$ cat src/rtl/calc_display_if.sv
// calc_display_if: value/load request and busy/overflow/seg/an display bus of calc_display_driver.
interface calc_display_if #(
    parameter int DIGITS = 8
);
    logic [31:0]       value;
    logic              load;
    logic              busy;
    logic              overflow;
    logic [6:0]        seg;
    logic [DIGITS-1:0] an;
    modport master (output value, load, input busy, overflow, seg, an);
    modport slave (input value, load, output busy, overflow, seg, an);
endinterface

$ cat src/rtl/calc_display_driver.sv
// calc_display_driver: double-dabble signed-to-7-segment converter with continuous digit scan.
// Optional macro LZ_BLANK_EN: leading-zero blanking with a floating minus sign.
module calc_display_driver #(
    parameter int DIGITS   = 8,
    parameter int SCAN_DIV = 100000
) (
    input logic           clk,
    input logic           rst,
    calc_display_if.slave bus
);
    localparam int CW = SCAN_DIV > 1 ? $clog2(SCAN_DIV) : 1;
    localparam int IW = $clog2(DIGITS);
    localparam logic [6:0] BLANK = 7'b1111111, MINUS = 7'b0111111;
    localparam logic [6:0] LET_E = 7'b0000110, LET_R = 7'b0101111;
    typedef enum logic [1:0] {IDLE, ABS, SHIFT, FORMAT} state_t;
    state_t state, state_nx;
    logic ready, sign, fits;
    logic [31:0] val, mag;
    logic [39:0] bcd, bcd_adj;
    logic [4:0] bit_cnt;
    logic [3:0] n;
    logic [6:0] digit [DIGITS];
    logic [6:0] img [DIGITS];
    logic [CW-1:0] scan_cnt;
    logic [IW-1:0] idx;

    function automatic logic [6:0] seg_code(input logic [3:0] d);
        case (d)
            4'd0: return 7'b1000000;
            4'd1: return 7'b1111001;
            4'd2: return 7'b0100100;
            4'd3: return 7'b0110000;
            4'd4: return 7'b0011001;
            4'd5: return 7'b0010010;
            4'd6: return 7'b0000010;
            4'd7: return 7'b1111000;
            4'd8: return 7'b0000000;
            4'd9: return 7'b0010000;
            default: return BLANK;
        endcase
    endfunction

    always_comb begin
        state_nx = state;
        case (state)
            IDLE:   state_nx = (bus.load && ready) ? ABS : IDLE;
            ABS:    state_nx = SHIFT;
            SHIFT:  state_nx = (bit_cnt == 5'd31) ? FORMAT : SHIFT;
            FORMAT: state_nx = IDLE;
        endcase
    end

    always_comb begin
        bcd_adj = bcd;
        for (int i = 0; i < 10; i++)
            if (bcd[4*i +: 4] >= 4'd5) bcd_adj[4*i +: 4] = bcd[4*i +: 4] + 4'd3;
    end

    // n counts significant decimal digits; zero still occupies one
    always_comb begin
        n = 4'd1;
        for (int i = 1; i < 10; i++)
            if (bcd[4*i +: 4] != 4'd0) n = 4'(i + 1);
        fits = sign ? (int'(n) + 1 <= DIGITS) : (int'(n) <= DIGITS);
    end

    always_comb begin
        for (int i = 0; i < DIGITS; i++) img[i] = BLANK;
        if (!fits) begin
            img[2] = LET_E;
            img[1] = LET_R;
            img[0] = LET_R;
        end else begin
            for (int i = 0; i < DIGITS; i++) begin
`ifdef LZ_BLANK_EN
                if (i < int'(n)) img[i] = seg_code(bcd[4*i +: 4]);
                else if (sign && i == int'(n)) img[i] = MINUS;
`else
                img[i] = (sign && i == DIGITS - 1) ? MINUS : seg_code(bcd[4*i +: 4]);
`endif
            end
        end
    end

    always_ff @(posedge clk or negedge rst) begin
        if (!rst) begin
            state        <= IDLE;
            ready        <= 1'b0;
            bus.busy     <= 1'b0;
            bus.overflow <= 1'b0;
            sign         <= 1'b0;
            val          <= '0;
            mag          <= '0;
            bcd          <= '0;
            bit_cnt      <= '0;
            for (int i = 0; i < DIGITS; i++) digit[i] <= BLANK;
        end else begin
            state    <= state_nx;
            ready    <= 1'b1;
            bus.busy <= state != IDLE;
            if (state == IDLE && state_nx == ABS) val <= bus.value;
            if (state == ABS) begin
                sign    <= val[31];
                mag     <= val[31] ? -val : val;
                bcd     <= '0;
                bit_cnt <= '0;
            end
            if (state == SHIFT) begin
                {bcd, mag} <= {bcd_adj[38:0], mag, 1'b0};
                bit_cnt    <= bit_cnt + 5'd1;
            end
            if (state == FORMAT) begin
                digit        <= img;
                bus.overflow <= !fits;
            end
        end
    end

    always_ff @(posedge clk or negedge rst) begin
        if (!rst) begin
            scan_cnt <= '0;
            idx      <= '0;
            bus.an   <= '1;
            bus.seg  <= BLANK;
        end else begin
            scan_cnt <= (scan_cnt == CW'(SCAN_DIV - 1)) ? '0 : scan_cnt + 1'b1;
            if (scan_cnt == CW'(SCAN_DIV - 1)) idx <= (idx == IW'(DIGITS - 1)) ? '0 : idx + 1'b1;
            bus.an  <= ~(DIGITS'(1) << idx);
            bus.seg <= digit[idx];
        end
    end
endmodule
$ cat src/flat_wrapper.sv
// flat-port wrapper written by rule: the top's interface ports become plain ports
module calc_display_driver_flat 
#(
    parameter int DIGITS   = 8,
    parameter int SCAN_DIV = 100000
)
  (clk, rst, bus_value, bus_load, bus_busy, bus_overflow, bus_seg, bus_an);
  calc_display_if #(.DIGITS(DIGITS)) bus_i ();
  input logic clk;
  input logic rst;
  input wire logic [$bits(bus_i.value)-1:0] bus_value;
  input wire logic [$bits(bus_i.load)-1:0] bus_load;
  output wire logic [$bits(bus_i.busy)-1:0] bus_busy;
  output wire logic [$bits(bus_i.overflow)-1:0] bus_overflow;
  output wire logic [$bits(bus_i.seg)-1:0] bus_seg;
  output wire logic [$bits(bus_i.an)-1:0] bus_an;
  assign bus_i.value = bus_value;
  assign bus_i.load = bus_load;
  assign bus_busy = bus_i.busy;
  assign bus_overflow = bus_i.overflow;
  assign bus_seg = bus_i.seg;
  assign bus_an = bus_i.an;
  calc_display_driver #(.DIGITS(DIGITS), .SCAN_DIV(SCAN_DIV)) u_core (.clk(clk), .rst(rst), .bus(bus_i));
endmodule
$ cat config.mk
export PLATFORM = sky130hd
export DESIGN_NAME = calc_display_driver_flat
export DESIGN_NICKNAME = d
export VERILOG_FILES = /design/src/rtl/calc_display_if.sv /design/src/rtl/calc_display_driver.sv /design/src/flat_wrapper.sv
export SDC_FILE = /design/constraint.sdc
export NUM_CORES = 1
export LEC_CHECK = 0
export BUFFER_PORTS_ARGS = -buffer_cell sky130_fd_sc_hd__buf_2
export CAP_MARGIN = 20
export CORE_MARGIN = 4
export CORE_UTILIZATION = 45
export CTS_BUF_LIST = sky130_fd_sc_hd__clkbuf_4
export DETAILED_ROUTE_END_ITERATION = 8
export PLACE_DENSITY = 0.61
export SYNTH_ARGS = -nofsm -noshare
export SYNTH_HDL_FRONTEND = slang
export SYNTH_SLANG_ARGS = --single-unit
$ cat constraint.sdc
create_clock -name clk -period 2.7 [get_ports clk]
set_input_delay 0.135 -clock clk [delete_from_list [all_inputs] [get_ports clk]]
set_output_delay 0.135 -clock clk [all_outputs]
set_load 0.02 [all_outputs]
==> results.sh, run 1 <==
export IMPL_worstPathRequired_ns=3.23
export IMPL_maxCapViolations=0
export IMPL_overflow=0
export IMPL_path_class="flip-flop to flip-flop"
export IMPL_wirelength_um=24910
export IMPL_hold_slack_ns=0.06422
export IMPL_synth_mux_area_share_pct=7.886
export IMPL_die_h_um=167.2
export IMPL_floorplan_rows=58
export IMPL_port_buffer_count=51
export IMPL_synth_top_cell_area_share_pct=29.61
export IMPL_syn_inst=1154
export IMPL_ys_seq_area_share_pct=45.96
export IMPL_rsz0062_at_grt="false"
export IMPL_slew_violations=0
export IMPL_gp_congestion=0.8577
export IMPL_grt_pass1_vias=8600
export IMPL_max_slew_margin_pct=35.88
export IMPL_powerDensity_nw_per_um2=892.4
export IMPL_track_usage_pct=17.85
export IMPL_clock_sinks=206
export IMPL_cts_buffers=57
export IMPL_setup_tns_final_ns=0
export IMPL_pin_count=52
export IMPL_grt_max_degree=91
export IMPL_routed_via_density=5.340
export IMPL_ys_top_cells_by_area="dfrtp_1, dfstp_2, ha_1, mux2_2, a21oi_1"
export IMPL_max_freq_mhz=381.9
export IMPL_path_clk_slew_ns=0.07
export IMPL_nets=1352
export IMPL_areaGrowthSynthToFinish_pct=15.83
export IMPL_cts_root_buf="clkbuf_4"
export IMPL_synth_compound_area_share_pct=17.35
export IMPL_ys_flop_type="dfrtp_1"
export IMPL_seqPwrFrac_pct=42.6
export IMPL_antenna_found_initial=1
export IMPL_drive_gt1_share_pct=24.17
export IMPL_synth_top_area_cell="dfrtp_1"
export IMPL_core_area_um2=25040
export IMPL_p_leak_nw=5.759
export IMPL_irDropWorstVdd_mv=0.7214
export IMPL_synthArstFlopShare_pct=100.0
export IMPL_drc=0
export IMPL_cts_tree="yes"
export IMPL_synthesis_area_um2=11410
export IMPL_synth_xor_area_share_pct=4.146
export IMPL_synthSimpleGateAreaFrac_pct=12.86
export IMPL_synthAdderAreaFrac_pct=7.019
export IMPL_yosys_cell_types_count=60
export IMPL_synth_top_family_by_area="compound AO/OA/AOI/OAI gates"
export IMPL_final_setup_worst_slack_ns=0.08155
export IMPL_synth_fp_nets=1253
export IMPL_synth_edf_count=0
export IMPL_crit_path_end_kind="flip-flop"
export IMPL_first_iter_violations=466
export IMPL_wire_per_inst_um=15.27
export IMPL_final_common_cell="dfrtp_1"
export IMPL_hpwl_um=16560
export IMPL_pwr_share_clk_pct=24.8
export IMPL_swShare_pct=35.22
export IMPL_ys_warn_count=0
export IMPL_final_setup_viol_count=0
export IMPL_dieArea_um2=27960
export IMPL_clk_latency_ns=0.67
export IMPL_worst_hold_path_type="primary input to asynchronous set/reset pin"
export IMPL_cts_htree_levels=2
export IMPL_finalHoldViolCount=0
export IMPL_clock_skew_ns=0.03569
export IMPL_drtAntennaViolNets=0
export IMPL_critPathLaunchType="flip-flop"
export IMPL_grt_pass1_wl_um=42640
export IMPL_initial_core_util_pct=45.57
export IMPL_cp_data_arrival_time_ns=3.15
export IMPL_period_minus_slack_ns=2.618
export IMPL_switching_power_mw=4.153
export IMPL_worst_slew_pin_slew_ns=0.9618
export IMPL_final_cell_mix="dfrtp_1, a21oi_1, nand2_1, nor2_1, clkbuf_4"
export IMPL_cp_max_fo=5
export IMPL_status="complete, no violations"
export IMPL_pre_cts_ws_ns=0.09804
export IMPL_combPwrFrac_pct=32.6
export IMPL_cell_internal_pwr_mw=7.638
export IMPL_syn_avg_cell_area_um2=9.886
export IMPL_finalCritPeriodShare_pct=96.98
export IMPL_ys_ff_latch=206
export IMPL_die_x_um=167.2
export IMPL_num_vias=8709
export IMPL_dr_pass1_iters=5
export IMPL_clk_path_buf_depth=3
==> final cells by class <==
class / instances / area [um2]
Antenna cell: 2 / 5.005
Clock buffer: 83 / 623.1
Clock inverter: 22 / 141.4
Fill cell: 2299 / 11820
Inverter: 66 / 247.7
Multi-Input combinational cell: 806 / 5665
Sequential cell: 206 / 5244
Tap cell: 330 / 412.9
Timing Repair Buffer: 116 / 874.6
==> cell families (layout without fill, tap and decap cells) <==
| logic type | count (synthesis) | in the layout |
|---|---|---|
| fa+ha+maj | 64 | 64 |
| flops | 206 | 206 |
| xor+xnor | 54 | 54 |
| mux | 67 | 67 |
| buf+inv | 142 | 287 |
| compound gates | 315 | 315 |
| other cells | 1 | 3 |
| simple gates | 305 | 305 |
==> per-layer routing <==
layer	vias up	global-route usage, %	routed length [um]
met3	24	3.517	1038
met4	0	4.693	295
li1	4335	-	-
met2	161	28.71	11580
met1	4189	24.96	12000
met5	-	0	0
==> worst max-delay path, stage by stage, from the launching register on <==
cell and delay, ns:
dfrtp_1 0.40, or4_4 0.57, or4b_4 0.54, or3_4 0.42, o2111a_1 0.24, a311o_1 0.31
==> state kept, by name (all words and copies together), names as in the netlist <==
register,count
u_core.scan_cnt,17
u_core.bcd,40
u_core.digit,56
u_core.ready,1
u_core.val,32
u_core.bus.busy,1
u_core.bit_cnt,5
u_core.bus.an,8
u_core.bus.overflow,1
u_core.state,2
u_core.mag,32
u_core.sign,1
u_core.idx,3
u_core.bus.seg,7
==> metrics by stage <==
| step | instances | total power, mW | utilization [%] | area, um2 |
|---|---|---|---|---|
| 5_1_grt | 1631 | 12.70 | 52.78 | 13210 |
| 3_5_place_dp | 1490 | 8.907 | 48.30 | 12090 |
| 4_1_cts | 1629 | 11.95 | 52.71 | 13200 |
| 3_3_place_gp | 1490 | 8.799 | 48.30 | 12090 |
| 6_report | 1631 | 11.79 | 52.78 | 13210 |
| 2_1_floorplan | 1154 | 7.652 | - | 11410 |
==> worst paths after layout <==
kind                                startpoint         endpoint  slack (ns)  cells after the start
max in group asynchronous                  rst  u_core.digit[2]        1.79                      3
worst min-delay path                       rst   u_core.bcd[22]        0.06                      2
worst max register to register  u_core.val[10]   u_core.mag[27]        0.08                      5
worst min register to register  u_core.mag[17]   u_core.mag[17]        0.48                      2
min in group clk                  bus_value[1]    u_core.val[1]        0.24                      3
worst max-delay path            u_core.val[10]   u_core.mag[27]        0.08                      5
==> cells in the mapped netlist (23+ instances only) <==
library cell,n
nor2_1,88
dfrtp_1,135
a21oi_1,94
o21ai_0,72
mux2_2,43
nand3_1,32
nand2_1,89
dfstp_2,71
inv_1,66
nand2b_1,23
xor2_1,31
ha_1,64
xnor2_1,23
clkbuf_1,68
==> power groups by stage <==
stage	registers (mW)	logic, mW	clock network (mW)
after global placement	5.03	3.77	0
after CTS	5.02	3.88	3.05
after detailed placement	5.06	3.84	0
after global routing	5.17	4.29	3.23
after floorplan	4.84	2.81	0
final	5.03	3.84	2.92
==> repair_timing <==
item,in CTS,in global routing
hold buffers,34,0
endpoints found under the hold margin,117,0
setup endpoints to repair,0,1
resized for setup,0,1
setup buffers,0,0
Power figures use the tool's default switching activity.
==> inputs of run 2 (changes only) <==
--- a/config.mk
+++ b/config.mk
@@ -11,7 +11,6 @@
 export CORE_UTILIZATION = 45
 export CTS_BUF_LIST = sky130_fd_sc_hd__clkbuf_4
 export DETAILED_ROUTE_END_ITERATION = 8
-export PLACE_DENSITY = 0.61
 export SYNTH_ARGS = -nofsm -noshare
 export SYNTH_HDL_FRONTEND = slang
 export SYNTH_SLANG_ARGS = --single-unit
==> run 2 against run 1 <==
Against the previous run: combinational power about the same; critical endpoint unchanged; wire length decreased by 1.5%; first-iteration DRC count grew 1.1%; highest routed layer unchanged.
==> results.sh, run 2 (same netlist as run 1, synthesis figures left out) <==
export IMPL_irDropWorstVdd_mv=0.5850
export IMPL_worstPathRequired_ns=3.25
export IMPL_cts_buffers=57
export IMPL_largest_reg_flops=56
export IMPL_die_x_um=167.2
export IMPL_worst_slew_pin_slew_ns=0.9343
export IMPL_path_clk_slew_ns=0.07
export IMPL_top_register="u_core.digit"
export IMPL_finalCritPeriodShare_pct=95.59
export IMPL_grt_use_met1_pct=24.73
export IMPL_clk_path_buf_depth=3
export IMPL_rr_endpoint="u_core.mag[27]"
export IMPL_drive_gt1_share_pct=24.17
export IMPL_final_common_cell="dfrtp_1"
export IMPL_largestRegisters="u_core.digit (56), u_core.bcd (40)"
export IMPL_clock_skew_ns=0.03157
export IMPL_max_slew_margin_pct=37.72
export IMPL_path_class="flip-flop to flip-flop"
export IMPL_max_freq_mhz=387.5
export IMPL_maxCapViolations=0
export IMPL_final_setup_worst_slack_ns=0.1190
export IMPL_crit_path_end_kind="flip-flop"
export IMPL_finalHoldViolCount=0
export IMPL_grt_use_met3_pct=3.565
export IMPL_grt_max_degree=126
export IMPL_wirelength_um=24530
export IMPL_drtAntennaViolNets=0
export IMPL_r2r_start="u_core.val[10]"
export IMPL_floorplan_rows=58
export IMPL_slew_violations=0
export IMPL_wire_per_inst_um=15.09
export IMPL_final_cell_mix="dfrtp_1, a21oi_1, clkbuf_4, nand2_1, nor2_1"
export IMPL_powerDensity_nw_per_um2=883.4
export IMPL_cts_root_buf="clkbuf_4"
export IMPL_cp_data_arrival_time_ns=3.14
export IMPL_areaGrowthSynthToFinish_pct=15.48
export IMPL_clk_latency_ns=0.67
export IMPL_clock_sinks=206
export IMPL_cts_htree_levels=2
export IMPL_hold_slack_ns=0.06789
export IMPL_track_usage_pct=17.51
export IMPL_timing_critical_path_to="u_core.mag[27]"
export IMPL_grt_busiest_layer="met2"
export IMPL_rsz0062_at_grt="false"
export IMPL_critPathLaunchType="flip-flop"
export IMPL_die_h_um=167.2
export IMPL_pin_count=52
export IMPL_dr_pass1_iters=4
export IMPL_core_area_um2=25040
export IMPL_port_buffer_count=51
export IMPL_post_cts_buffers=0
export IMPL_setup_tns_final_ns=0
export IMPL_cts_tree="yes"
export IMPL_fill_cells=2360
export IMPL_final_setup_viol_count=0
export IMPL_overflow=0
export IMPL_pre_cts_ws_ns=0.09640
export IMPL_period_minus_slack_ns=2.581
export IMPL_num_vias=8659
export IMPL_reg2reg_depth=5
export IMPL_met2_usage_pct=27.65
export IMPL_routed_via_density=5.325
export IMPL_dieArea_um2=27960
export IMPL_first_iter_violations=471
export IMPL_regToRegSetupSlack_ns=0.12
export IMPL_drc=0
export IMPL_status="complete, no violations"
export IMPL_initial_core_util_pct=45.57
export IMPL_worst_hold_path_type="primary input to asynchronous set/reset pin"
export IMPL_nets=1349
export IMPL_hpwl_um=16090
export IMPL_gp_congestion=0.8501
export IMPL_p_leak_nw=5.729
export IMPL_worstSetupStartpoint="u_core.val[10]"
export IMPL_cp_max_fo=5
export IMPL_grt_pass1_wl_um=41880
export IMPL_antenna_found_initial=1
export IMPL_grt_pass1_vias=8553
==> run 2: report_power, final <==
part / leakage (nW) / switching [mW] / internal (mW) / total [mW]
combinational: 2.78 / 2.10 / 1.75 / 3.85
clock: 0.445 / 1.29 / 1.53 / 2.82
sequential: 2.50 / 0.700 / 4.27 / 4.97
==> run 2: cell type report <==
| cell class | count | area (um2) | share of cell area [%] |
|---|---|---|---|
| tap | 330 | 412.9 | 3.134 |
| inverter | 66 | 247.7 | 1.881 |
| multi-input combinational | 806 | 5654 | 42.92 |
| clock inverter | 12 | 45.04 | 0.3419 |
| sequential | 206 | 5244 | 39.80 |
| antenna | 1 | 2.502 | 0.01900 |
| timing repair buffer | 113 | 877.1 | 6.658 |
| clock buffer | 92 | 690.7 | 5.243 |
==> run 2: worst max-delay path, cell delays in order, from the launching register on <==
cell and delay, ns:
dfrtp_1 0.40, or4_4 0.58, or4b_4 0.55, or3_4 0.42, o2111a_1 0.24, a311o_1 0.32
==> run 2: timing repair <==
item                      in CTS  in global routing
gates resized for setup        0                  0
hold endpoints to repair     239                  0
hold buffers                  34                  0
==> run 2: how the worst min path moves through the flow <==
stage / startpoint / endpoint / slack (ns) / cells after the start
final: rst / u_core.bcd[22] / 0.07 / 3
after global routing: rst / u_core.mag[27] / 0.10 / 3
after CTS: rst / u_core.bcd[22] / 0.05 / 3
after detailed placement: rst / u_core.bcd[22] / 0.22 / 2
after global placement: rst / u_core.bcd[22] / 0.21 / 2
after floorplan: rst / u_core.bcd[0] / -0.16 / 0
==> run 2: through the flow <==
stage	power, mW	utilization (%)	area, um2	std cells
after floorplan	7.652	-	11410	1154
after global placement	8.786	48.31	12100	1487
after detailed placement	8.881	48.31	12100	1487
after CTS	11.81	52.61	13170	1625
after global routing	12.55	52.62	13170	1626
final	11.64	52.62	13170	1626
==> run 2: per-layer routing <==
metal,wire [um],up-vias
met5,0,-
met2,11320,157
met1,11650,4137
li1,-,4322
met3,1105,43
met4,451,0
==> inputs of run 3 (changes only) <==
--- a/config.mk
+++ b/config.mk
@@ -5,12 +5,13 @@
 export SDC_FILE = /design/constraint.sdc
 export NUM_CORES = 1
 export LEC_CHECK = 0
-export BUFFER_PORTS_ARGS = -buffer_cell sky130_fd_sc_hd__buf_2
+export BUFFER_PORTS_ARGS = -buffer_cell sky130_fd_sc_hd__buf_4
 export CAP_MARGIN = 20
 export CORE_MARGIN = 4
 export CORE_UTILIZATION = 45
 export CTS_BUF_LIST = sky130_fd_sc_hd__clkbuf_4
 export DETAILED_ROUTE_END_ITERATION = 8
+export SLEW_MARGIN = 20
 export SYNTH_ARGS = -nofsm -noshare
 export SYNTH_HDL_FRONTEND = slang
 export SYNTH_SLANG_ARGS = --single-unit
==> run 3 against run 2 <==
Against the previous run: die area is the same; utilization increased by 0.18 points; sequential share of layout area shrank 0.14 points; critical endpoint unchanged; combinational power barely moved; via count rose by 0.42%; critical path depth unchanged; worst setup slack got worse by 0.0051 ns; total power shrank 1.4%; fmax is 0.20% lower; sequential cell count is the same; largest power group unchanged.
==> results.sh, run 3 (same netlist as run 1, synthesis figures left out) <==
export IMPL_slew_violations=0
export IMPL_antenna_found_initial=1
export IMPL_worst_slew_pin_slew_ns=0.9245
export IMPL_crit_path_end_kind="flip-flop"
export IMPL_drc=0
export IMPL_die_h_um=167.2
export IMPL_fill_cells=2341
export IMPL_multiInputGateArea_um2=5654
export IMPL_worst_hold_path_type="primary input to asynchronous set/reset pin"
export IMPL_pin_count=52
export IMPL_num_vias=8695
export IMPL_grt_pass1_wl_um=41990
export IMPL_p_leak_nw=5.724
export IMPL_path_class="flip-flop to flip-flop"
export IMPL_drtAntennaViolNets=0
export IMPL_wirelength_um=24450
export IMPL_largestRegisters="u_core.digit (56), u_core.bcd (40)"
export IMPL_port_buffer_count=51
export IMPL_cp_data_arrival_time_ns=3.12
export IMPL_period_minus_slack_ns=2.586
export IMPL_power_total_mw=11.48
export IMPL_first_iter_violations=518
export IMPL_clock_skew_ns=0.03594
export IMPL_clk_path_buf_depth=3
export IMPL_finalHoldViolCount=0
export IMPL_hold_slack_ns=0.07604
export IMPL_largest_reg_flops=56
export IMPL_drive_gt1_share_pct=23.31
export IMPL_dr_pass1_iters=6
export IMPL_cp_max_fo=5
export IMPL_cts_htree_levels=2
export IMPL_top_register="u_core.digit"
export IMPL_reg2reg_depth=5
export IMPL_cts_tree="yes"
export IMPL_finalCritPeriodShare_pct=95.78
export IMPL_status="complete, no violations"
export IMPL_powerDensity_nw_per_um2=868.3
export IMPL_grt_pass1_vias=8521
export IMPL_final_cell_mix="dfrtp_1, a21oi_1, nand2_1, nor2_1, clkbuf_4"
export IMPL_areaGrowthSynthToFinish_pct=15.88
export IMPL_final_setup_viol_count=0
export IMPL_critPathLaunchType="flip-flop"
export IMPL_dp_cells=1487
export IMPL_hpwl_um=16280
export IMPL_clk_latency_ns=0.66
export IMPL_overflow=0
export IMPL_worstPathRequired_ns=3.23
export IMPL_nets=1347
export IMPL_layoutNonFillerInstCount=1619
export IMPL_max_freq_mhz=386.7
export IMPL_wire_per_inst_um=15.10
export IMPL_die_x_um=167.2
export IMPL_initial_core_util_pct=45.57
export IMPL_register_area_um2=5244
export IMPL_track_usage_pct=17.55
export IMPL_stdcell_area_um2=13220
export IMPL_max_slew_margin_pct=38.36
export IMPL_ctsResizeCount=0
export IMPL_floorplan_rows=58
export IMPL_placed_area_um2=12220
export IMPL_routed_via_density=5.371
export IMPL_grt_max_degree=91
export IMPL_post_cts_buffers=0
export IMPL_dieArea_um2=27960
export IMPL_final_common_cell="dfrtp_1"
export IMPL_cts_buffers=55
export IMPL_gp_congestion=0.8906
export IMPL_cts_root_buf="clkbuf_4"
export IMPL_maxCapViolations=0
export IMPL_irDropWorstVdd_mv=0.5363
export IMPL_path_clk_slew_ns=0.08
export IMPL_setup_tns_final_ns=0
export IMPL_rsz0062_at_grt="false"
export IMPL_clock_sinks=206
export IMPL_core_area_um2=25040
[run 3: final timing paths]
path | startpoint | to | slack (ns)
worst max-delay path | u_core.val[10] | u_core.mag[27] | 0.11
worst min-delay path | rst | u_core.bcd[25] | 0.08
worst max register to register | u_core.val[10] | u_core.mag[27] | 0.11
worst min register to register | u_core.mag[14] | u_core.mag[14] | 0.48
max in group asynchronous | rst | u_core.mag[29] | 1.76
min in group clk | bus_value[13] | u_core.val[13] | 0.26
[run 3: metrics by stage]
step | util (%) | worst slack, ns
after CTS | 52.78 | 0.1077
final | 52.80 | 0.1139
after global routing | 52.80 | 0.04401
after detailed placement | 48.81 | 0.1086
after floorplan | - | 0.06294
after global placement | 48.81 | 0.1422
[run 3: final cells by class]
cell class	instances	share of cell area, %
antenna	2	0.03786
clock buffer	78	4.429
clock inverter	18	0.5205
inverter	66	1.874
multi-input combinational	806	42.77
sequential	206	39.66
tap	330	3.123
timing repair buffer	113	7.581
[run 3: layer usage]
layer	wire, um	track usage [%]
met2	11030	27.53
met3	939	3.093
met5	0	0
met4	511	5.575
met1	11970	24.99
[run 3: worst max-delay path: stages (launching register included)]
cell      delay (ns)
dfrtp_1         0.40
or4_4           0.57
or4b_4          0.54
or3_4           0.42
o2111a_1        0.24
a311o_1         0.31
[run 3: repair_timing]
item | in CTS | in global routing
endpoints found under the hold margin | 112 | 0
hold buffers | 34 | 0
setup endpoints to repair | 0 | 0
[run 3: where the power goes]
part           internal, mW  total [mW]  switching [mW]
clock                  1.32        2.59            1.27
combinational          1.80        3.88            2.08
sequential             4.27        5.01           0.736
